**config.mk**
```make
export PLATFORM = sky130hd
export DESIGN_NAME = pipelined_add_sub
export DESIGN_NICKNAME = d
export VERILOG_FILES = /design/src/rtl/pipelined_add_sub_pkg.sv /design/src/rtl/pipelined_add_sub_add_slice.sv /design/src/rtl/pipelined_add_sub.sv
export SDC_FILE = /design/constraint.sdc
export NUM_CORES = 1
export LEC_CHECK = 0
export CAP_MARGIN = 10
export CELL_PAD_IN_SITES_DETAIL_PLACEMENT = 0
export CELL_PAD_IN_SITES_GLOBAL_PLACEMENT = 1
export CORE_MARGIN = 10
export CORE_UTILIZATION = 40
export DETAILED_ROUTE_END_ITERATION = 8
export GPL_TIMING_DRIVEN = 0
export PLACE_DENSITY_LB_ADDON = 0.05
export SETUP_SLACK_MARGIN = 0.5
export SLEW_MARGIN = 20
export SYNTH_ARGS = -nofsm -noshare
export SYNTH_HDL_FRONTEND = slang
export SYNTH_SLANG_ARGS = --single-unit
export TNS_END_PERCENT = 30
```
**constraint.sdc**
```tcl
create_clock -name clk -period 5.51 [get_ports clk]
set_clock_uncertainty 0.1 [all_clocks]
set_input_delay 0.8265 -clock clk [delete_from_list [all_inputs] [get_ports clk]]
set_output_delay 0.8265 -clock clk [all_outputs]
set_load 0.02 [all_outputs]
```
**src/rtl/pipelined_add_sub_pkg.sv**
```systemverilog
// Shared definitions for the pipelined adder/subtractor: default geometry,
// a configuration check and the full-adder cell the carry slices are built from.
package pipelined_add_sub_pkg;

    localparam int unsigned DEFAULT_WIDTH  = 32;
    localparam int unsigned DEFAULT_STAGES = 4;

    typedef struct packed {
        logic carry;
        logic sum;
    } fa_t;

    function automatic fa_t full_adder(input logic a, input logic b, input logic ci);
        fa_t r;
        r.sum   = a ^ b ^ ci;
        r.carry = (a & b) | (a & ci) | (b & ci);
        return r;
    endfunction

    // Geometry is legal when the carry chain splits into equal, non-empty slices.
    function automatic logic slicing_ok(input int unsigned width, input int unsigned stages);
        return (stages >= 1) && (stages <= width) && ((width % stages) == 0);
    endfunction

endpackage

```
**src/rtl/pipelined_add_sub_add_slice.sv**
```systemverilog
// Combinational ripple-carry slice; also exposes the carry into its top bit
// so the final slice can flag signed overflow.
module add_slice
    import pipelined_add_sub_pkg::*;
#(
    parameter int unsigned SW = 8
) (
    input  logic [SW-1:0] a,
    input  logic [SW-1:0] b,
    input  logic          cIn,
    output logic [SW-1:0] sum,
    output logic          cOut,
    output logic          carryMsbIn
);

    logic carry;
    logic carry_msb;
    fa_t  fa;

    always_comb begin
        sum       = '0;
        carry     = cIn;
        carry_msb = cIn;
        fa        = '0;
        for (int unsigned i = 0; i < SW; i++) begin
            carry_msb = carry;
            fa        = full_adder(a[i], b[i], carry);
            sum[i]    = fa.sum;
            carry     = fa.carry;
        end
        cOut       = carry;
        carryMsbIn = carry_msb;
    end

endmodule

```
**src/rtl/pipelined_add_sub.sv**
```systemverilog
// Pipelined WIDTH-bit adder/subtractor: one carry slice per stage, operands
// skewed through the pipe, valid/ready handshake with whole-pipe stall.
module pipelined_add_sub
    import pipelined_add_sub_pkg::*;
#(
    parameter int unsigned WIDTH  = DEFAULT_WIDTH,
    parameter int unsigned STAGES = DEFAULT_STAGES
) (
    input  logic             clk,
    input  logic             rstN,
    input  logic             inValid,
    output logic             inReady,
    input  logic [WIDTH-1:0] in1,
    input  logic [WIDTH-1:0] in2,
    input  logic             cIn,
    input  logic             sub,
    output logic             outValid,
    input  logic             outReady,
    output logic [WIDTH-1:0] sum,
    output logic             cOut,
    output logic             overflow,
    output logic             zero
);

    localparam int unsigned SW = WIDTH / STAGES;

    if (!slicing_ok(WIDTH, STAGES)) begin : g_bad_cfg
        $error("pipelined_add_sub: WIDTH must be a non-zero multiple of STAGES");
    end

    logic advance;

    // Stage boundary buses: index k feeds stage k, index STAGES is the output.
    // ws carries a rotating mix of pending A slices and finished sum slices,
    // so the slice being worked on always sits in the low SW bits.
    logic [WIDTH-1:0] ws_s [STAGES+1];
    logic [WIDTH-1:0] b_s  [STAGES];
    logic [STAGES:0]  c_s;
    logic [STAGES:0]  vld_s;

    assign advance  = outReady | ~outValid;
    assign inReady  = advance;

    assign ws_s[0]  = in1;
    assign b_s[0]   = sub ? ~in2 : in2;
    assign c_s[0]   = sub | cIn;
    assign vld_s[0] = inValid;

    assign sum      = ws_s[STAGES];
    assign cOut     = c_s[STAGES];
    assign outValid = vld_s[STAGES];

    for (genvar k = 0; k < STAGES; k++) begin : g_stage
        logic [SW-1:0]    slice_sum;
        logic             slice_cout;
        logic             slice_cmsb;
        logic [WIDTH-1:0] ws_d;
        logic [WIDTH-1:0] ws_q;
        logic             c_q;
        logic             vld_q;
        logic             load;

        add_slice #(.SW(SW)) u_slice (
            .a          (ws_s[k][SW-1:0]),
            .b          (b_s[k][SW-1:0]),
            .cIn        (c_s[k]),
            .sum        (slice_sum),
            .cOut       (slice_cout),
            .carryMsbIn (slice_cmsb)
        );

        if (STAGES > 1) begin : g_rot
            assign ws_d = {slice_sum, ws_s[k][WIDTH-1:SW]};
        end else begin : g_flat
            assign ws_d = slice_sum;
        end

        assign load = advance & vld_s[k];

        always_ff @(posedge clk or negedge rstN) begin
            if (!rstN) begin
                vld_q <= 1'b0;
            end else if (advance) begin
                vld_q <= vld_s[k];
            end
        end

        always_ff @(posedge clk or negedge rstN) begin
            if (!rstN) begin
                ws_q <= '0;
                c_q  <= 1'b0;
            end else if (load) begin
                ws_q <= ws_d;
                c_q  <= slice_cout;
            end
        end

        assign ws_s[k+1]  = ws_q;
        assign c_s[k+1]   = c_q;
        assign vld_s[k+1] = vld_q;

        if (k < STAGES - 1) begin : g_mid
            logic [WIDTH-1:0] b_q;
            logic             unused_cmsb;

            assign unused_cmsb = slice_cmsb;

            // Rotate B' alongside ws so the next slice lands in the low bits.
            always_ff @(posedge clk or negedge rstN) begin
                if (!rstN) begin
                    b_q <= '0;
                end else if (load) begin
                    b_q <= {b_s[k][SW-1:0], b_s[k][WIDTH-1:SW]};
                end
            end

            assign b_s[k+1] = b_q;
        end else begin : g_last
            logic             ov_q;
            logic             z_q;
            logic [WIDTH-1:0] unused_b;

            assign unused_b = b_s[k];

            always_ff @(posedge clk or negedge rstN) begin
                if (!rstN) begin
                    ov_q <= 1'b0;
                    z_q  <= 1'b0;
                end else if (load) begin
                    ov_q <= slice_cmsb ^ slice_cout;
                    z_q  <= (ws_d == '0);
                end
            end

            assign overflow = ov_q;
            assign zero     = z_q;
        end
    end

endmodule

```
-- After elaboration in Yosys (flattened, before gate mapping)
Cells that the tools add are included.
- bits in registers: 186
- input bits: 70
- output and inout bits: 37
- logic and storage cells: 252
- muxes and demuxes: 1
- bitwise operators: 233
- reductions and logical operators: 1
- operators by type and width (kind ; count):
    bitwise AND 1 bit ; 100
    OR 1 bit ; 66
    XOR 1 bit ; 65
    logical NOT 32 bit ; 1
    2-to-1 mux 32 bit ; 1
    inverter 32 bit ; 1
    inverter 1 bit ; 1

-- Longest topological paths before layout
- depth in word-level cells: 26
- gate-level depth with buffers: 15
- depth with buffers taken out: 14

-- By module
A second synthesis with hierarchy kept.
- cells, all modules: 551
- area, all modules: 8196.6 um^2
- by module, submodules not included (module ; times used ; cells each ; area each (um^2) ; sequential area each (um^2)):
    pipelined_add_sub ; 1 ; 479 ; 7405.9 ; 4654.5
    add_slice ; 4 ; 18 ; 197.7 ; 0.0

-- Worst setup path after synthesis
OpenSTA, ideal clock, no wires.
- kind: input to register
- from: input port sub
- to: register g_stage[0].ws_q[31]
- setup time: 0.125 ns
- arrival: 4.827 ns
- required time: 5.285 ns
- path slack: 0.458 ns
- cell stages on the path: 14
- path buffers: 2
- path through: buf_2 buf_2 xor2_1 fa_1 inv_1 fa_1 fa_1 fa_1 fa_1 fa_1 fa_1 inv_1 fa_1 mux2_4
- longest elaborated chain between the ends: 23
- elaborated cells on any way between the ends: 39
- those cells by class: mux: 1; bitwise: 38
- RTL lines (what ; RTL line ; source):
    from (decl) ; pipelined_add_sub.sv:16 ; input logic sub,
    2-to-1 mux 32 bit / OR 1 bit (equally long branches) ; pipelined_add_sub.sv:45, pipelined_add_sub.sv:46 ;
    bitwise AND 1 bit ; pipelined_add_sub_pkg.sv:16 ; r.carry = (a & b) | (a & ci) | (b & ci);
    OR 1 bit (2 in series) ; pipelined_add_sub_pkg.sv:16 ;
    bitwise AND 1 bit ; pipelined_add_sub_pkg.sv:16 ;
    OR 1 bit (2 in series) ; pipelined_add_sub_pkg.sv:16 ;
    bitwise AND 1 bit ; pipelined_add_sub_pkg.sv:16 ;
    OR 1 bit (2 in series) ; pipelined_add_sub_pkg.sv:16 ;
    bitwise AND 1 bit ; pipelined_add_sub_pkg.sv:16 ;
    OR 1 bit (2 in series) ; pipelined_add_sub_pkg.sv:16 ;
    bitwise AND 1 bit ; pipelined_add_sub_pkg.sv:16 ;
    OR 1 bit (2 in series) ; pipelined_add_sub_pkg.sv:16 ;
    bitwise AND 1 bit ; pipelined_add_sub_pkg.sv:16 ;
    OR 1 bit (2 in series) ; pipelined_add_sub_pkg.sv:16 ;
    bitwise AND 1 bit ; pipelined_add_sub_pkg.sv:16 ;
    OR 1 bit (2 in series) ; pipelined_add_sub_pkg.sv:16 ;
    XOR 1 bit (*) ; pipelined_add_sub_pkg.sv:15 ; r.sum = a ^ b ^ ci;
    net g_stage[0].slice_sum[7] ; pipelined_add_sub.sv:54 ; logic [SW-1:0] slice_sum;
    to (signal assigned) ; pipelined_add_sub.sv:93 ; ws_q <= ws_d;
    to (decl) ; pipelined_add_sub.sv:58 ; logic [WIDTH-1:0] ws_q;
Mark *: on every way through the listed nets, which the timed path passes. The rest lies on a longest branch.
A chain may end at the register's enable or synchronous reset.

-- Worst setup path in the final report
- from: input port in2[0]
- to: register g_stage[0].ws_q[31]
- longest elaborated chain between the ends: 24
- elaborated cells on any way between the ends: 31
- those cells by class: mux: 1; bitwise: 30
- RTL lines (what ; RTL line ; source):
    from (decl) ; pipelined_add_sub.sv:14 ; input logic [WIDTH-1:0] in2,
    inverter 32 bit ; pipelined_add_sub.sv:45 ; assign b_s[0] = sub ? ~in2 : in2;
    2-to-1 mux 32 bit (*) ; pipelined_add_sub.sv:45 ;
    bitwise AND 1 bit ; pipelined_add_sub_pkg.sv:16 ;
    OR 1 bit ; pipelined_add_sub_pkg.sv:16 ;
    OR 1 bit (*) ; pipelined_add_sub_pkg.sv:16 ;
    bitwise AND 1 bit ; pipelined_add_sub_pkg.sv:16 ;
    OR 1 bit ; pipelined_add_sub_pkg.sv:16 ;
    OR 1 bit (*) ; pipelined_add_sub_pkg.sv:16 ;
    [9 not listed] ; -- ;
    bitwise AND 1 bit ; pipelined_add_sub_pkg.sv:16 ;
    OR 1 bit ; pipelined_add_sub_pkg.sv:16 ;
    OR 1 bit (*) ; pipelined_add_sub_pkg.sv:16 ;
    bitwise AND 1 bit ; pipelined_add_sub_pkg.sv:16 ;
    OR 1 bit ; pipelined_add_sub_pkg.sv:16 ;
    OR 1 bit (*) ; pipelined_add_sub_pkg.sv:16 ;
    XOR 1 bit (*) ; pipelined_add_sub_pkg.sv:15 ;
    net g_stage[0].slice_sum[7] ; pipelined_add_sub.sv:54 ;
Marks and branches as above.

==> reports/results.tsv <==
stage	metric	value	unit
outcome	outcome	finished clean	
global_routing	grt_pass1_wl	29300	um
detailed_routing	drtPass1Iterations	6	
cts	clk_path_buf_depth	2	
run	drv_cap	0	
cts	clock_latency	0.43	ns
power_and_ir_drop	p_switching	1.94	mW
global_routing	grt_pass1_vias	5236	
worst_setup_path	regToRegEndpoint	zero$_DFFE_PN0P_	
cts	cts.clk_slew.worst_paths	0.06	ns
worst_setup_path	reg2regPathDepth	14	
power_and_ir_drop	p_comb_share	37.0	%
global_routing	grt_remaining_overflow	0	
cts	cts_buffers	17	
sta	layout_setup_ws	0.689	ns
global_routing	grt_max_degree	96	
die	die_h	162	um
detailed_routing	post-route-drc-count	0	
global_routing	antenna_found_initial	0	
placement	hpwlAfterDp	13500	um
placement	placed_cells	938	
cts	post_cts_buffers	0	
die	ios	107	
cts	ctsHtreeMaxLevel	4	
sta	drv_slew	0	
detailed_routing	drt_wl_total	17600	um
logic_synthesis	syn_inst	563	
logic_synthesis	synth_seq_area_share	57.4	%
placement	placed_cell_area	9520	um2
die	coreArea	20100	um2
die	die_w	162	um
worst_setup_path	critPathLaunchType	input pin	
final_layout	diodes	0	
die	die_area	26400	um2
final_layout	final_cell_mix	dfrtp_1 (186), clkdlybuf4s50_1 (103), mux2_2 (73)	
detailed_routing	drt_iter0_markers	270	
worst_setup_path	path_class	in -> reg	
sta	relSlewSlack	53.0	%
logic_synthesis	syn_nets	665	
cts	cts-hold-fix-buffers	0	
final_layout	drive_above_1_share	22.1	%
placement	numPortBuffers	104	
power_and_ir_drop	p_sw_share	33.3	%
worst_setup_path	timing.rr.start	g_stage[2].ws_q[0]$_DFFE_PN0P_	
final_layout	area_delta_synth_final	25.1	%
logic_synthesis	syn_area	8110	um2
logic_synthesis	avgSynthCellArea	14.4	um2
worst_hold_path	hold_path_class	in -> async	
final_layout	final_net_count	789	
die	rows	52	
sta	post-route-period-util	87.5	%
placement	dp_slack	0.118	ns
worst_setup_path	cp_slowest_cell	clkdlybuf4s50_1	
worst_setup_path	critPathCaptureType	flip-flop	
final_layout	final_common_cell	dfrtp_1	
power_and_ir_drop	irDropWorstVdd	0.218	mV
worst_setup_path	crit_arrival	5.03	ns
die	start_util	40.3	%
final_layout	fin_cells	970	
worst_setup_path	cp.required	5.72	ns
cts	tritoncts	yes	
detailed_routing	vias	4682	
sta	setup_viol	0	
placement	gp_congestion	0.760	
sta	rsz0062_at_grt	false	
sta	tightest_slew	0.705	ns
worst_setup_path	crit_top_cell	fa_1	
final_layout	stdcell_area	10100	um2
cts	cts_sinks	186	
cts	cts_root_buffer	clkbuf_16	
logic_synthesis	synth_warnings	0	
worst_setup_path	slowest_delay	0.48	ns
sta	hold_violations	0	
logic_synthesis	synth_cell_types	30	
detailed_routing	ant_nets	0	
power_and_ir_drop	p_int	3.89	mW
detailed_routing	vias_per_cell	4.83	
worst_setup_path	crit_path_max_fanout	1	
worst_setup_path	path_cells	clkdlybuf4s50_1 -> xor2_1 -> fa_1 -> inv_1 -> fa_1 -> fa_1 -> fa_2 -> fa_1 -> fa_1 -> fa_1 -> inv_1 -> fa_1 -> mux2_4	
detailed_routing	wl_per_cell	18.2	um
final_layout	n_fill_cell	1722	
power_and_ir_drop	power.share.clock	21.8	%
sta	clock.fmax	207	MHz
sta	period_minus_slack	4.82	ns
power_and_ir_drop	pwr-share-seq	41.2	%
logic_synthesis	synth_seq_cells	186	
worst_setup_path	ff2ff_setup_slack	1.16	ns
power_and_ir_drop	p_per_area	576	nW/um2
power_and_ir_drop	total_leakage_power	4.26	nW
global_routing	track_usage	14.3	%
flip-flops by register name, indices dropped and copies added, names as in the netlist:
| register | count |
|---|---|
| outValid | 1 |
| g_stage.ws_q | 96 |
| sum | 32 |
| overflow | 1 |
| g_stage.g_mid.b_q | 48 |
| cOut | 1 |
| g_stage.c_q | 3 |
| g_stage.vld_q | 3 |
| zero | 1 |
worst max path at each step:
stage            from  slack, ns                                    to  depth (start not counted)
2_1_floorplan     sub       0.52       g_stage[0].ws_q[31]$_DFFE_PN0P_                         14
3_3_place_gp     rstN      -4.04  g_stage[0].g_mid.b_q[17]$_DFFE_PN0P_                          1
3_5_place_dp   in2[0]       0.12       g_stage[0].ws_q[31]$_DFFE_PN0P_                         13
4_1_cts        in2[0]       0.60       g_stage[0].ws_q[31]$_DFFE_PN0P_                         13
5_1_grt        in2[0]       0.53       g_stage[0].ws_q[31]$_DFFE_PN0P_                         13
6_report       in2[0]       0.69       g_stage[0].ws_q[31]$_DFFE_PN0P_                         13
cells in the mapped netlist (all sizes together):
| master | instances | area share (%) |
|---|---|---|
| fa | 32 | 7.9 |
| nor2b | 1 | 0.17 |
| nor4 | 6 | 0.46 |
| a21oi | 36 | 2.7 |
| nor2 | 1 | 0.077 |
| mux2 | 138 | 19 |
| nand3 | 5 | 0.31 |
| o31ai | 1 | 0.093 |
| nor4b | 2 | 0.22 |
| or2 | 1 | 0.077 |
| inv | 34 | 1.6 |
| xnor2 | 28 | 3.0 |
| clkbuf | 5 | 0.23 |
| nand4 | 2 | 0.15 |
| dfrtp | 186 | 57 |
| nand2 | 5 | 0.39 |
| o21ai | 49 | 3.0 |
| xor2 | 5 | 0.54 |
| buf | 26 | 2.2 |
logic make-up after synthesis:
logic type / synth area share (%)
AOI/OAI and AO/OA: 5.80
buffers and inverters: 4.06
and+or+nand+nor: 1.85
muxes: 19.4
xor gates and xnor gates: 3.56
adders and majority gates: 7.90
DFF: 57.4
power by group through the flow:
| stage | registers [mW] | logic, mW | clock network [mW] |
|---|---|---|---|
| finish | 2.40 | 2.16 | 1.27 |
| global placement | 2.43 | 2.16 | 0 |
| detailed placement | 2.44 | 2.21 | 0 |
| CTS | 2.42 | 2.22 | 1.31 |
| global route | 2.49 | 2.42 | 1.36 |
| floorplan | 2.43 | 1.31 | 0 |
per-layer routing:
metal	vias to the layer above	share of wire [%]	global-route usage (%)
met3	15	4.9	4.27
met2	105	45	21.4
met5	-	0	0
met4	0	0.97	3.97
li1	2173	-	-
met1	2389	49	19.6
critical path: cells and delay by family:
kind                     cells  cell delay [ns]
buffers and inverters        3             0.62
XOR/XNOR                     1             0.18
multiplexers                 1             0.27
adder cells (fa/ha/maj)      8             3.14
per-stage QoR:
stage / power (mW) / hold slack [ns] / util (%) / setup TNS (ns)
2_1_floorplan: 3.74 / 0.351 / - / 0
3_3_place_gp: 4.58 / 0.365 / 47.2 / -749.44
3_5_place_dp: 4.65 / 0.374 / 47.4 / 0
4_1_cts: 5.94 / 0.318 / 50.4 / 0
5_1_grt: 6.27 / 0.338 / 50.5 / 0
6_report: 5.84 / 0.298 / 50.5 / 0
final cells by class:
cell class | count | area (um2) | area share [%]
Clock inverter | 10 | 139 | 1.37
Clock buffer | 22 | 474 | 4.67
Timing Repair Buffer | 105 | 1070 | 10.6
Sequential cell | 186 | 4650 | 45.9
Tap cell | 270 | 338 | 3.33
Buffer | 31 | 205 | 2.02
Inverter | 34 | 130 | 1.28
Multi-Input combinational cell | 312 | 3130 | 30.8
timing repair:
action                                 in CTS  in global routing
endpoints found under the hold margin       0                  0
resized for setup                           0                  2
setup endpoints to repair                   0                  1
Power figures use the tool's default switching activity.
